--- src/rtl/sseg_pkg.sv ---
// Shared constants for the seven-segment scan multiplexer.
// Holds the hex-to-segment patterns and the PWM sub-slot count.
package sseg_pkg;

  // PWM sub-slots per digit slot
  localparam int SUB_SLOTS = 16;

  // Active-high {g,f,e,d,c,b,a}; entry 15 first
  localparam logic [15:0][6:0] SEG_PAT = {
    7'h71, 7'h79, 7'h5E, 7'h39,
    7'h7C, 7'h77, 7'h6F, 7'h7F,
    7'h07, 7'h7D, 7'h6D, 7'h66,
    7'h4F, 7'h5B, 7'h06, 7'h3F
  };

endpackage

--- src/rtl/sseg_hex_decoder.sv ---
// Combinational hex nibble to seven-segment pattern, active-high.
// Ports: hex (4-bit nibble in), seg (7-bit {g,f,e,d,c,b,a} out).
module sseg_hex_decoder
  import sseg_pkg::*;
(
  input  logic [3:0] hex,
  output logic [6:0] seg
);

  assign seg = SEG_PAT[hex];

endmodule

--- src/rtl/sseg_scan_mux.sv ---
// Multiplexed seven-segment scanner with PWM brightness and tear-free
// frame-boundary updates.
// Ports: i_clk, i_rst (sync, active-high), i_data/i_dp/i_load (pending
// capture), i_bright (PWM level), o_an/o_seg/o_dp (registered drive),
// o_frame (scan-complete pulse).
// Optional: define SSEG_LZ_BLANK_EN to blank leading-zero digits.
module sseg_scan_mux
  import sseg_pkg::*;
#(
  parameter int NUM_DIGITS     = 4,
  parameter int REFRESH_DIV    = 100000,
  parameter bit AN_ACTIVE_LOW  = 1'b1,
  parameter bit SEG_ACTIVE_LOW = 1'b1
) (
  input  logic                    i_clk,
  input  logic                    i_rst,
  input  logic [4*NUM_DIGITS-1:0] i_data,
  input  logic [NUM_DIGITS-1:0]   i_dp,
  input  logic                    i_load,
  input  logic [3:0]              i_bright,
  output logic [NUM_DIGITS-1:0]   o_an,
  output logic [6:0]              o_seg,
  output logic                    o_dp,
  output logic                    o_frame
);

  localparam int IW =
    (NUM_DIGITS > 1) ? $clog2(NUM_DIGITS) : 1;
  localparam int SUB_LEN = REFRESH_DIV / SUB_SLOTS;
  localparam int SW =
    (SUB_LEN > 1) ? $clog2(SUB_LEN) : 1;

  localparam logic [IW-1:0] LAST_DIG =
    IW'(NUM_DIGITS - 1);
  localparam logic [SW-1:0] LAST_SUB =
    SW'(SUB_LEN - 1);

  localparam logic [NUM_DIGITS-1:0] AN_OFF =
    AN_ACTIVE_LOW ? '1 : '0;
  localparam logic [6:0] SEG_OFF =
    SEG_ACTIVE_LOW ? 7'h7F : 7'h00;
  localparam logic DP_OFF = SEG_ACTIVE_LOW;

  // Prescaler split as sub_idx*SUB_LEN + sub_cnt
  logic [SW-1:0] sub_cnt;
  logic [3:0]    sub_idx;
  logic [IW-1:0] dig;
  logic [3:0]    b_q;

  logic [4*NUM_DIGITS-1:0] pend_data;
  logic [4*NUM_DIGITS-1:0] act_data;
  logic [NUM_DIGITS-1:0]   pend_dp;
  logic [NUM_DIGITS-1:0]   act_dp;

  logic sub_wrap;
  logic slot_wrap;
  logic frame_wrap;
  logic slot_start;

  assign sub_wrap   = (sub_cnt == LAST_SUB);
  assign slot_wrap  = sub_wrap && (sub_idx == 4'hF);
  assign frame_wrap = slot_wrap && (dig == LAST_DIG);
  assign slot_start = (sub_cnt == '0) &&
                      (sub_idx == 4'h0);

  // A reset cycle cancels the boundary, so keep the pulse quiet
  assign o_frame = frame_wrap && !i_rst;

  always_ff @(posedge i_clk) begin
    if (i_rst) begin
      sub_cnt <= '0;
      sub_idx <= '0;
      dig     <= '0;
      b_q     <= '0;
    end else begin
      sub_cnt <= sub_wrap ? '0 : sub_cnt + 1'b1;
      if (sub_wrap)
        sub_idx <= sub_idx + 4'd1;
      if (slot_wrap)
        dig <= (dig == LAST_DIG) ? '0 : dig + 1'b1;
      if (slot_start)
        b_q <= i_bright;
    end
  end

  // A load landing on the boundary bypasses pending
  always_ff @(posedge i_clk) begin
    if (i_rst) begin
      pend_data <= '0;
      pend_dp   <= '0;
      act_data  <= '0;
      act_dp    <= '0;
    end else begin
      if (i_load) begin
        pend_data <= i_data;
        pend_dp   <= i_dp;
      end
      if (frame_wrap) begin
        act_data <= i_load ? i_data : pend_data;
        act_dp   <= i_load ? i_dp   : pend_dp;
      end
    end
  end

  logic [3:0]            nib;
  logic                  dp_sel;
  logic [NUM_DIGITS-1:0] an_hot;

  always_comb begin
    nib    = 4'h0;
    dp_sel = 1'b0;
    an_hot = '0;
    for (int k = 0; k < NUM_DIGITS; k++) begin
      if (dig == IW'(k)) begin
        nib       = act_data[4*k +: 4];
        dp_sel    = act_dp[k];
        an_hot[k] = 1'b1;
      end
    end
  end

  logic [6:0] seg_pat;

  sseg_hex_decoder u_dec (
    .hex (nib),
    .seg (seg_pat)
  );

  logic show;

`ifdef SSEG_LZ_BLANK_EN
  // Highest non-zero nibble; digit 0 is always shown
  logic [IW-1:0] msd;

  always_comb begin
    msd = '0;
    for (int k = 1; k < NUM_DIGITS; k++) begin
      if (act_data[4*k +: 4] != 4'h0)
        msd = IW'(k);
    end
  end

  assign show = (dig <= msd);
`else
  assign show = 1'b1;
`endif

  logic pwm_on;
  logic an_on;

  assign pwm_on = (sub_idx <= b_q);
  assign an_on  = pwm_on && show;

  always_ff @(posedge i_clk) begin
    if (i_rst) begin
      o_an  <= AN_OFF;
      o_seg <= SEG_OFF;
      o_dp  <= DP_OFF;
    end else begin
      o_an  <= (an_on ? an_hot : '0) ^ AN_OFF;
      o_seg <= seg_pat ^ SEG_OFF;
      o_dp  <= dp_sel ^ DP_OFF;
    end
  end

endmodule

--- config.mk ---
export PLATFORM = sky130hd
export DESIGN_NAME = sseg_scan_mux
export DESIGN_NICKNAME = d
export VERILOG_FILES = /design/src/rtl/sseg_pkg.sv /design/src/rtl/sseg_hex_decoder.sv /design/src/rtl/sseg_scan_mux.sv
export SDC_FILE = /design/constraint.sdc
export NUM_CORES = 1
export LEC_CHECK = 0
export ABC_AREA = 1
export BUFFER_PORTS_ARGS = -buffer_cell sky130_fd_sc_hd__clkbuf_2
export CAP_MARGIN = 30
export CORE_ASPECT_RATIO = 1.5
export CORE_UTILIZATION = 55
export CTS_BUF_LIST = sky130_fd_sc_hd__clkbuf_4 sky130_fd_sc_hd__clkbuf_8
export DETAILED_ROUTE_END_ITERATION = 6
export PLACE_DENSITY = 0.84
export SYNTH_ARGS = -nofsm -noshare
export SYNTH_HDL_FRONTEND = slang
export SYNTH_SLANG_ARGS = --single-unit
export TNS_END_PERCENT = 5
--- constraint.sdc ---
create_clock -name i_clk -period 5.3 [get_ports i_clk]
set_clock_uncertainty 0.05 [all_clocks]
set_input_delay 0.265 -clock i_clk [delete_from_list [all_inputs] [get_ports i_clk]]
set_output_delay 0.265 -clock i_clk [all_outputs]
set_load 0.01 [all_outputs]
==> metrics.yaml <==
global_route:
  grt_use_met1_pct: 23.0
  antenna_found_initial: 0
  grt-ovfl-total: 0
  grt_max_degree: 48
  grt_busiest_layer: "met2"
  grt_pass1_vias: 3070
  met2_usage_pct: 41.6
  grt_pass1_wl_um: 12700
  met3_usage_pct: 6.01
  groute.usage.overall_pct: 22.3
timing:
  slew_violations: 0
  fmax_mhz: 435
  slew_headroom_pct: 38.2
  hold_viol: 0
  grt_setup_unrepaired: "false"
  min_period_over_period_pct: 43.3
  timing.setup.tns_ns: 0
  worstMarginPinSlew_ns: 0.927
  setup-violations-final: 0
  fin_crit_ns: 2.30
place:
  hpwl_um: 5170
  port-buffer-count: 39
  place_congestion: 0.902
worst_setup_path:
  end_kind: "flip-flop"
  reg2reg_to: "o_seg[3]"
  rr_startpoint: "dig[1]"
  cp_top_family: "adder cells"
  path_common_cell: "nand2_1"
  crit_slowest_cell: "dfxtp_1"
  slowest_delay_ns: 0.39
  worstSetupPathType: "flip-flop to flip-flop"
  cp.arrival_ns: 2.49
  ff2ff_path_depth: 13
  setup.worst_path.start_class: "flip-flop"
  rrSetupSlack_ns: 3.00
  worstPathBufferInverterCount: 3
  worstPathCellList: "inv_1 > ha_1 > inv_1 > nand2_1 > nand3_1 > nand2_1 > o21ai_0 > inv_1 > ha_1 > nand3_1 > nand3_1 > nand2_1 > nand2_1"
  critical_path.max_fanout: 7
  critPathRequiredTime_ns: 5.50
  cp_num_cells: 13
synthesis:
  synthesis.instances: 520
  avgSynthCellArea_um2: 7.24
  yosysTopAreaCell: "dfxtp_1"
  synthMuxAreaShare_pct: 0
  synthSimpleGateAreaFrac_pct: 28.6
  synth-adder-area-share_pct: 6.64
  yosysSeqAreaShare_pct: 39.9
  synth_top_area_share_pct: 39.9
  yosys_warnings: 0
  syn_nets: 567
  ys_seq_elements: 75
  synth-compound-area-share_pct: 12.0
  synth_top_family_by_area: "simple AND/OR/NAND/NOR gates"
  synth.area.top_cells: "dfxtp_1 40%, nand2_1 11%, inv_1 8.0%"
  syn_area_um2: 3770
  yosysUniqueCellTypes: 29
  synth_xor_area_share_pct: 0.232
detailed_routing:
  wl_per_cell_um: 11.8
  drt_wl_total_um: 7420
  antenna_left: 0
  dr.pass1.iters: 5
  viasPerCell: 5.19
  drtIter0Drc: 138
  vias: 3267
  route.detailed.drc: 0
clocking:
  cts_setup_buffers: 0
  clockBufferDepth: 2
  cts_tree: "yes"
  clkLatencyLatePin_ns: 0.36
  cts-root-buf: "clkbuf_8"
  clk_pin_slew_worst_paths_ns: 0.08
  post_cts_resized: 0
  cts_made_buffers: 9
  cts.sinks: 75
  cts.hold.buffers_added: 0
  h-tree-depth: 3
final_layout:
  layout.nets: 597
  syn_to_final_growth_pct: 8.24
  drive_above_1_share_pct: 13.2
  diodes: 0
floorplan:
  ios: 40
  initial_utilization_pct: 57.3
  die_h_um: 103
  core_area_um2: 6580
  row_count: 36
  die_w_um: 69.6
  die_area_um2: 7190
hold_path:
  hold_path_end: "b_q[0]"
  holdPathStages: 3
  hold_path.class: "input port to flip-flop"
  min_from: "i_bright[0]"
power_and_ir_drop:
  powerDensity_nw_per_um2: 263
  p_total_mw: 1.07
  p_leak_nw: 1.86
  irDropWorstVdd_uv: 137
status:
  status: "finished clean"
flow_run:
  drv_cap: 0
[state kept, by name (all words and copies together) (netlist names), 4 cells and up]
signal and count:
sub_cnt 13, pend_dp 4, b_q 4, pend_data 16, act_data 16, sub_idx 4
o_seg 7, o_an 4, act_dp 4
[stage by stage]
step	instance area, um^2	hold WS (ns)	std cells	setup slack, ns	util, %
after detailed placement	3910	0.408	615	3.04	59.4
final	4080	0.107	630	3.00	62.0
after floorplan	3770	0.379	520	3.31	-
after global placement	3910	0.395	615	3.08	59.4
after CTS	4080	0.0907	630	3.02	62.0
after global routing	4080	0.103	630	2.78	62.0
[metal layers]
layer / part of all wire [%] / wire length [um]
met1: 43 / 3170
met2: 53 / 3950
met3: 3.0 / 221
met4: 1.0 / 76
met5: 0 / 0
[logic make-up (layout without fill, tap and decap cells)]
family | after synthesis | after routing
AND/OR/NAND/NOR | 240 | 240
buffers and inverters | 105 | 139
AO/OA/AOI/OAI | 79 | 79
flip-flops | 75 | 75
adder cells (fa/ha/maj) | 20 | 20
XOR/XNOR | 1 | 1
[area by class of cell]
| class | instances | area [um^2] |
|---|---|---|
| repair buffers | 40 | 203 |
| clock inverters | 2 | 12.5 |
| multi-input cells | 340 | 1790 |
| flip-flops and latches | 75 | 1500 |
| fillers | 608 | 2500 |
| well taps | 76 | 95.1 |
| inverters | 84 | 315 |
| clock buffers | 13 | 160 |
[placed cells by master (no fill, tap or decap), types with 2 or more instances in the layout]
master,synthesis,routed
nand3_1,30,30
or2_2,2,2
inv_1,80,80
nor2_1,55,55
clkbuf_4,0,3
o211ai_1,2,2
dfxtp_1,75,75
clkbuf_8,3,10
ha_1,20,20
o21ai_0,14,14
nand4_1,25,25
nor3_2,2,2
nor3_1,7,7
clkbuf_2,0,39
inv_2,4,4
a21oi_1,42,42
nand2_1,107,107
nand2_2,5,5
nor2_2,2,2
o21a_1,20,20
[worst reg2reg max path: cells and delay by family, from the launching register on]
| family | cells | cell delay, ns |
|---|---|---|
| AO/OA/AOI/OAI | 1 | 0.26 |
| adder cells (fa/ha/maj) | 2 | 0.53 |
| buffers and inverters | 3 | 0.42 |
| flip-flops | 1 | 0.39 |
| AND/OR/NAND/NOR | 7 | 0.53 |
[Yosys cell counts]
master and instances:
nand4_1 25, o21a_1 20, clkbuf_8 3, dfxtp_1 75, buf_1 2, nor3b_1 1, clkbuf_1 5, a21oi_1 42
o31ai_1 1, o211ai_1 2, ha_1 20, nand2_2 5, nor2_2 2, nand2_1 107, inv_1 80, nand3b_1 1
buf_6 6, buf_2 5, nor2_4 1, o21ai_0 14, xor2_1 1, or2_2 2, nor3_4 1, inv_2 4
nor3_2 2, nor2_1 55, nor3_1 7, nand3_1 30, nand3_2 1
[power by group]
group / leakage (nW) / switching, mW / internal [mW]
Sequential: 0.614 / 0.00695 / 0.583
Combinational: 1.16 / 0.0514 / 0.0354
Clock: 0.0898 / 0.202 / 0.195
[worst max-delay path by stage]
| stage | startpoint | end | slack (ns) |
|---|---|---|---|
| 2_1_floorplan | dig[0] | o_seg[3] | 3.31 |
| 3_3_place_gp | i_rst | sub_cnt[8] | 3.08 |
| 6_report | dig[1] | o_seg[3] | 3.00 |
| 4_1_cts | sub_cnt[1] | o_frame | 3.02 |
| 3_5_place_dp | i_rst | sub_cnt[2] | 3.04 |
| 5_1_grt | dig[1] | o_seg[3] | 2.78 |
No activity file was read; power rests on OpenSTA's default activity.
